==> config.mk <==
export PLATFORM = sky130hd
export DESIGN_NAME = basic_loops_host
export DESIGN_NICKNAME = d
export VERILOG_FILES = /design/src/rtl/basic_loops_host.sv
export SDC_FILE = /design/constraint.sdc
export NUM_CORES = 1
export LEC_CHECK = 0
export ABC_AREA = 1
export CAP_MARGIN = 25
export CORE_MARGIN = 4
export CORE_UTILIZATION = 51
export DETAILED_ROUTE_END_ITERATION = 7
export PLACE_DENSITY = 0.75
export SLEW_MARGIN = 40
export SYNTH_ARGS = -nofsm -noshare
export SYNTH_HDL_FRONTEND = slang
export SYNTH_SLANG_ARGS = --single-unit
==> constraint.sdc <==
create_clock -name ap_clk -period 2.01 [get_ports ap_clk]
set_input_delay 0.402 -clock ap_clk [delete_from_list [all_inputs] [get_ports ap_clk]]
set_output_delay 0.402 -clock ap_clk [all_outputs]
set_load 0.05 [all_outputs]
==> src/rtl/basic_loops_host.sv <==
// Host-side controller for the basic_loops HLS core.
// Owns the 16x8 input array and drives the ap_ctrl_hs handshake.
//
// Ports:
//   ap_clk, ap_rst               clock, sync active-high reset
//   wr_en, wr_addr, wr_data      host array write port
//   run                          request one core invocation
//   busy, res_valid, res_data,
//   res_timeout                  invocation status and result
//   ap_start/done/idle/ready     core control handshake
//   A_address0, A_ce0, A_q0      core array read port, 1-cycle latency
//   ap_return                    core result
module basic_loops_host #(
  parameter int DATA_W      = 8,
  parameter int ADDR_W      = 4,
  parameter int DEPTH       = 16,
  parameter int RET_W       = 13,
  parameter int TIMEOUT_CYC = 1023
) (
  input  logic              ap_clk,
  input  logic              ap_rst,
  input  logic              wr_en,
  input  logic [ADDR_W-1:0] wr_addr,
  input  logic [DATA_W-1:0] wr_data,
  input  logic              run,
  output logic              busy,
  output logic              res_valid,
  output logic [RET_W-1:0]  res_data,
  output logic              res_timeout,
  output logic              ap_start,
  input  logic              ap_done,
  input  logic              ap_idle,
  input  logic              ap_ready,
  input  logic [ADDR_W-1:0] A_address0,
  input  logic              A_ce0,
  output logic [DATA_W-1:0] A_q0,
  input  logic [RET_W-1:0]  ap_return
);

  localparam int CNT_W = $clog2(TIMEOUT_CYC + 1);

  typedef enum logic [1:0] {
    S_IDLE,
    S_START,
    S_WAIT,
    S_DONE
  } state_t;

  state_t            state;
  state_t            state_d;
  logic [CNT_W-1:0]  cnt;
  logic [CNT_W-1:0]  cnt_d;
  logic [RET_W-1:0]  res_q;
  logic [RET_W-1:0]  res_d;
  logic              tmo_q;
  logic              tmo_d;
  logic              wr_ok;
  logic              expired;
  logic [DATA_W-1:0] mem [DEPTH];

  // ap_idle is status only; it never steers sequencing.
  logic unused_idle;
  assign unused_idle = ap_idle;

  assign res_data    = res_q;
  assign res_timeout = tmo_q;

  always_ff @(posedge ap_clk) begin
    if (ap_rst) begin
      state <= S_IDLE;
      cnt   <= '0;
      res_q <= '0;
      tmo_q <= 1'b0;
    end else begin
      state <= state_d;
      cnt   <= cnt_d;
      res_q <= res_d;
      tmo_q <= tmo_d;
    end
  end

  always_comb begin
    state_d   = state;
    cnt_d     = cnt;
    res_d     = res_q;
    tmo_d     = tmo_q;
    ap_start  = 1'b0;
    busy      = 1'b0;
    res_valid = 1'b0;
    wr_ok     = 1'b0;
    expired   = (cnt == CNT_W'(TIMEOUT_CYC));
    unique case (state)
      S_IDLE: begin
        wr_ok = 1'b1;
        if (run) begin
          state_d = S_START;
          cnt_d   = '0;
          tmo_d   = 1'b0;
        end
      end
      S_START: begin
        ap_start = 1'b1;
        busy     = 1'b1;
        cnt_d    = cnt + 1'b1;
        // done wins over ready and over an expiring counter
        if (ap_done) begin
          res_d   = ap_return;
          state_d = S_DONE;
        end else if (expired) begin
          res_d   = '0;
          tmo_d   = 1'b1;
          state_d = S_DONE;
        end else if (ap_ready) begin
          state_d = S_WAIT;
        end
      end
      S_WAIT: begin
        busy  = 1'b1;
        cnt_d = cnt + 1'b1;
        if (ap_done) begin
          res_d   = ap_return;
          state_d = S_DONE;
        end else if (expired) begin
          res_d   = '0;
          tmo_d   = 1'b1;
          state_d = S_DONE;
        end
      end
      S_DONE: begin
        wr_ok     = 1'b1;
        res_valid = 1'b1;
        state_d   = S_IDLE;
      end
      default: state_d = S_IDLE;
    endcase
  end

  // Array is never cleared by reset; frozen while the core runs.
  always_ff @(posedge ap_clk) begin
    if (wr_en && wr_ok) begin
      mem[wr_addr] <= wr_data;
    end
  end

  always_ff @(posedge ap_clk) begin
    if (ap_rst) begin
      A_q0 <= '0;
    end else if (A_ce0) begin
      A_q0 <= mem[A_address0];
    end
  end

endmodule

## Word-level counts from Yosys, hierarchy flattened

Memories as Yosys holds them, arrays and structs flattened. A register that Yosys moved wholly into a read port is not among the register bits.
Index checks and enable logic that the tools add are counted.

- Register bits: 26
- RAM bits: 128
- Bits of input ports: 37
- Memories: 1

Memories:

| memory | depth | bits a word | read ports | clocked after memory_dff | write ports | RTL line | RTL |
|---|---|---|---|---|---|---|---|
| mem | 16 | 8 | 1 | 1 | 1 | 59 | `logic [DATA_W-1:0] mem [DEPTH];` |

- Add/sub/neg operators: 1
- Equal/unequal tests: 9
- Muxes and demuxes: 21
- Reductions and logical operators: 10

Operator list:

| cell | count |
|---|---|
| $mux W13 | 2 |
| $pmux W10 S2 | 1 |
| $mux W2 | 6 |
| $add A10 B1 Y10 const B | 1 |
| $eq A10 B10 Y1 const B | 1 |
| $mux W10 | 1 |
| $mux W1 | 9 |
| $pmux W2 S4 | 1 |
| $eq A2 B2 Y1 const B | 2 |
| $ne A2 B2 Y1 const B | 2 |
| $ne A4 B4 Y1 const B | 1 |
| $reduce_and A2 Y1 | 2 |
| $reduce_and A4 Y1 | 1 |
| $reduce_bool A2 Y1 | 2 |
| $reduce_or A2 Y1 | 2 |
| $ne A3 B3 Y1 const B | 1 |
| $reduce_and A3 Y1 | 1 |
| $eq A2 B1 Y1 const B | 1 |
| $logic_not A2 Y1 | 1 |
| $ne A2 B1 Y1 const B | 1 |
| $pmux W1 S2 | 1 |
| $logic_and A1 B1 Y1 | 1 |

## Longest topological paths before layout

- Depth after elaboration: 6
- Gate-level depth with buffers: 10
- Mapped depth without buffers: 9

## Least setup slack after synthesis

No wires, ideal clock.

- Kind: reg2reg
- From: reg state[0]
- To: mem mem[0][0], enable pin
- Library setup time: 0.370 ns
- Data arrival time: 1.886 ns
- Data required time: 1.640 ns
- Path slack: -0.247 ns
- Cell stages (with the launch flop): 7
- Buffers on the path: 1
- Clock period less this slack: 2.257 ns
- Path through: dfxtp_1 > inv_1 > ha_1 > buf_6 > nor2_1 > nand3b_1 > nor2_1

- Word-level cells in the longest chain between the ends: 6
- Elaborated cells on any way between the ends: 7

RTL lines:

| item | RTL line | RTL |
|---|---|---|
| start: declaration | 49 | `state_t state;` |
| start signal: assignment | 75 | `state <= state_d;` |
| $eq A2 B2 Y1 / $logic_not A2 Y1 (equally long branches) | 92 | `unique case (state)` |
| $reduce_or A2 Y1 (no source line) (*) | - |  |
| $mux W1 (*) | 92 |  |
| $logic_and A1 B1 Y1 (*) | 140 | `if (wr_en && wr_ok) begin` |
| $mux W1 (*) | 140 |  |
| $mux W1 (not written as such) (*) | 141 | `mem[wr_addr] <= wr_data;` |
| end: declaration | 59 |  |

Mark *: on every way between the ends. The rest lies on a longest branch, timed or not.

## Worst setup path in the final report

- From: reg res_q[7], in the netlist res_data[7]
- To: out res_data[7]

RTL lines:

| item | RTL line | RTL |
|---|---|---|
| start: declaration | 53 | `logic [RET_W-1:0] res_q;` |
| start signal: assignment | 77 | `res_q <= res_d;` |
| end: declaration | 28 | `output logic [RET_W-1:0] res_data,` |

No word-level cell between the ends.

==> results.md <==
* Total power at 0.00891 W
* Synth top area cells: edfxtp_1, nand2_1, dfxtp_1
* Slew HR at a little under three fifths
* CTS Sinks at about 160
* Core Region at about 13000 sq um
* Crit. Startpoint: res_data[7]
* Fmax at between 500 and 600 MHz
* WS Path Type: reg -> out
* Critical Path Stages at 1
* Post-synth ARST share at 0%
* Register Area at 4530 sq um
* Vias in the first global route at around 4600
* GPL Wtd Cong at 0.854
* Final std cells w/o fill at between 900 and 1000
* H-tree levels at 4
* Final Instance Area at 8330 sq um
* Largest net degree at the start of global routing at 65
* VDD IR max at ~850 uV
* Die area at about 15000 sq um
* Max cap viols at 0
* Area delta synth->final at 24.7%
* Num rows at roughly 40
* Post-Route Utilization at about two thirds
* Slowest CP cell: clkdlybuf4s50_1
* Clock skew at between 0.007 and 0.008 ns
* CTS Buf Count at 17
* Ports at 62
* DP HPWL at slightly below 10000 um
* Worst-margin pin slew at approximately 0.66 ns
* Final Hold Fails at 0
* P per Cell Area at ~1100 nW/um^2
* Fill cells at a little under 1000
* Delay of the slowest cell on the worst path at between 0.8 and 0.9 ns
* CTS clock-pin slew for the worst setup and hold paths at about 0.060 ns
* CTS tree: done
* First-pass GRT wire length at around 23000 um
* Synth top cells by count: nand2_1, edfxtp_1, nand3_1, nor2_1, a21oi_1
* Post-DP Area at a little under 8000 sq um
* Via count at roughly 4800
* Synthesized Nets at around 680
* PortBufs at 60
* Cell area after synthesis at between 6000 and 7000 sq um
* Pleak at 3.28 nW
* Dominant cell by count in the synthesized netlist: nand2_1
* Root Buffer: clkbuf_16
* Hold depth at 2
* DRT Pass-1 Iters at 5
* Area share of the leading cell type in the synthesized netlist at 57.5%
* Register area share after synthesis at between 60% and 70%
* Dominant cell type by area after synthesis: edfxtp_1
* CP arrival at around 1.6 ns
* Synth warn at 0
* Final WL at between 10000 and 15000 um
* Reg2Reg Depth at 6
* Post-CTS Hold Fix Bufs at 0
* Main synth FF type: edfxtp_1
* Setup TNS at 0 ns
* Tcrit/Tclk final at 97.9%
* DIE WIDTH at approximately 120 um
* Synth cell types at 30
* Antenna Violating Nets Remaining at 0
* WP data required at ~1.6 ns
* Synth Instances at 639
* CP max FO at 2
* Min Clock Period, post-route at 1.97 ns
* Worst-Skew Late Latency at around 0.43 ns
* Placed cells at approximately 870
* Number of diodes at 0
* HP Class: reg -> reg
* Initial drt markers at about 380
* Antenna violations before repair at 0
* Nets at approximately 760
* Multi-input gate area at just under 2000 sq um
* Grt ovf at 0
* Final setup fails at 0
* Setup crit end kind: output pin
* GRT Overall Usage at about a fifth
* Slew Limit Fails at 0
* Die Y at about 120 um
* Share of layout cells above drive strength 1 at approximately 14%
* CP top delay family: buffers and inverters
* Wire per inst at ~16 um
* Mapped Avg Cell Area at between 10 and 15 sq um
* Post-synth EDFFs at approximately 130
* DRC at 0
* Max Root-Sink Buffers at 2
* Initial Utilization at approximately 53%
* Hold wc startpoint: res_data[11]
* Crit-path cells: clkdlybuf4s50_1
* Worst r2r src: state[1]
* Status: finished clean
* Buffers & Inverters on Critical Path at 1
* Worst setup SP type: register
* FF+latch count, synth at about 160
* Vias per cell at about 5.3
logic make-up after synthesis:
family | count (synthesis) | synth area share (%)
adder cells (fa/ha/maj) | 5 | 0.936
buffers and inverters | 63 | 4.40
AND/OR/NAND/NOR | 356 | 22.5
flip-flops | 162 | 67.7
AO/OA/AOI/OAI | 53 | 4.46
flip-flops by register name, summed over array words and instances, names as in the netlist:
name / count
state: 2
res_data: 13
mem: 128
res_timeout: 1
A_q0: 8
cnt: 10
cell type report:
type	instances	area share [%]
Inverter	30	1.38
Multi-Input combinational cell	414	23.3
Tap cell	172	2.58
Clock inverter	14	2.03
Timing Repair Buffer	95	11.2
Sequential cell	162	54.3
Clock buffer	18	5.15
power breakdown:
part	switching [W]	internal, W
logic	0.00118	0.000651
clock network	0.00133	0.00187
registers	0.0000834	0.00380
cells in the final DEF, fill, tap and decap left out, types with 2 or more instances in the layout:
cell             netlist  layout
inv_8                  0       3
bufinv_16              0       2
buf_12                 0       5
inv_2                  2       2
inv_6                  0       4
dlygate4sd2_1          0       2
nor3_1                 2       2
inv_1                 26      26
edfxtp_1             128     128
dlymetal6s2s_1         0      10
nor2_2                 2      15
o21ai_1                8       8
nor2_1                44      27
nand2_1              202     202
a21oi_1               35      35
o21ai_0                4       4
buf_4                  7      33
clkinvlp_4             0       3
nand3_2                1       2
clkdlybuf4s50_1        0      44
clkbuf_16              0      17
clkinv_4               0       2
dfxtp_1               34      33
nand3_1              101     100
ha_1                   5       4
nor2_4                 0       4
path summary, 6_finish.rpt:
kind         slack [ns]           end
max                0.04   res_data[7]
max reg2reg        0.13     mem[3][2]
min reg2reg        0.46  res_data[11]
min                0.46  res_data[11]
through the flow:
stage               setup WS (ns)  hold WS (ns)
floorplan                  0.0415         0.452
global placement          -0.0254         0.448
detailed placement        -0.0691         0.453
CTS                        0.0101         0.463
global route             -0.00355         0.487
finish                     0.0412         0.461
per-layer routing:
layer	track usage, %	part of all wire, %	vias to the layer above	routed length, um
li1	-	-	2340	-
met1	25.2	41	2221	5960
met2	34.6	49	206	7030
met3	4.29	7.6	27	1090
met4	8.89	2.1	0	305
met5	0	0	-	0
repair_timing:
item / CTS / global route
pin swaps: 0 / 2
buffers inserted: 0 / 2
hold endpoints to repair: 0 / 0
setup endpoints to repair: 2 / 43
gates resized for setup: 2 / 12
(Power assumes the default switching activity.)
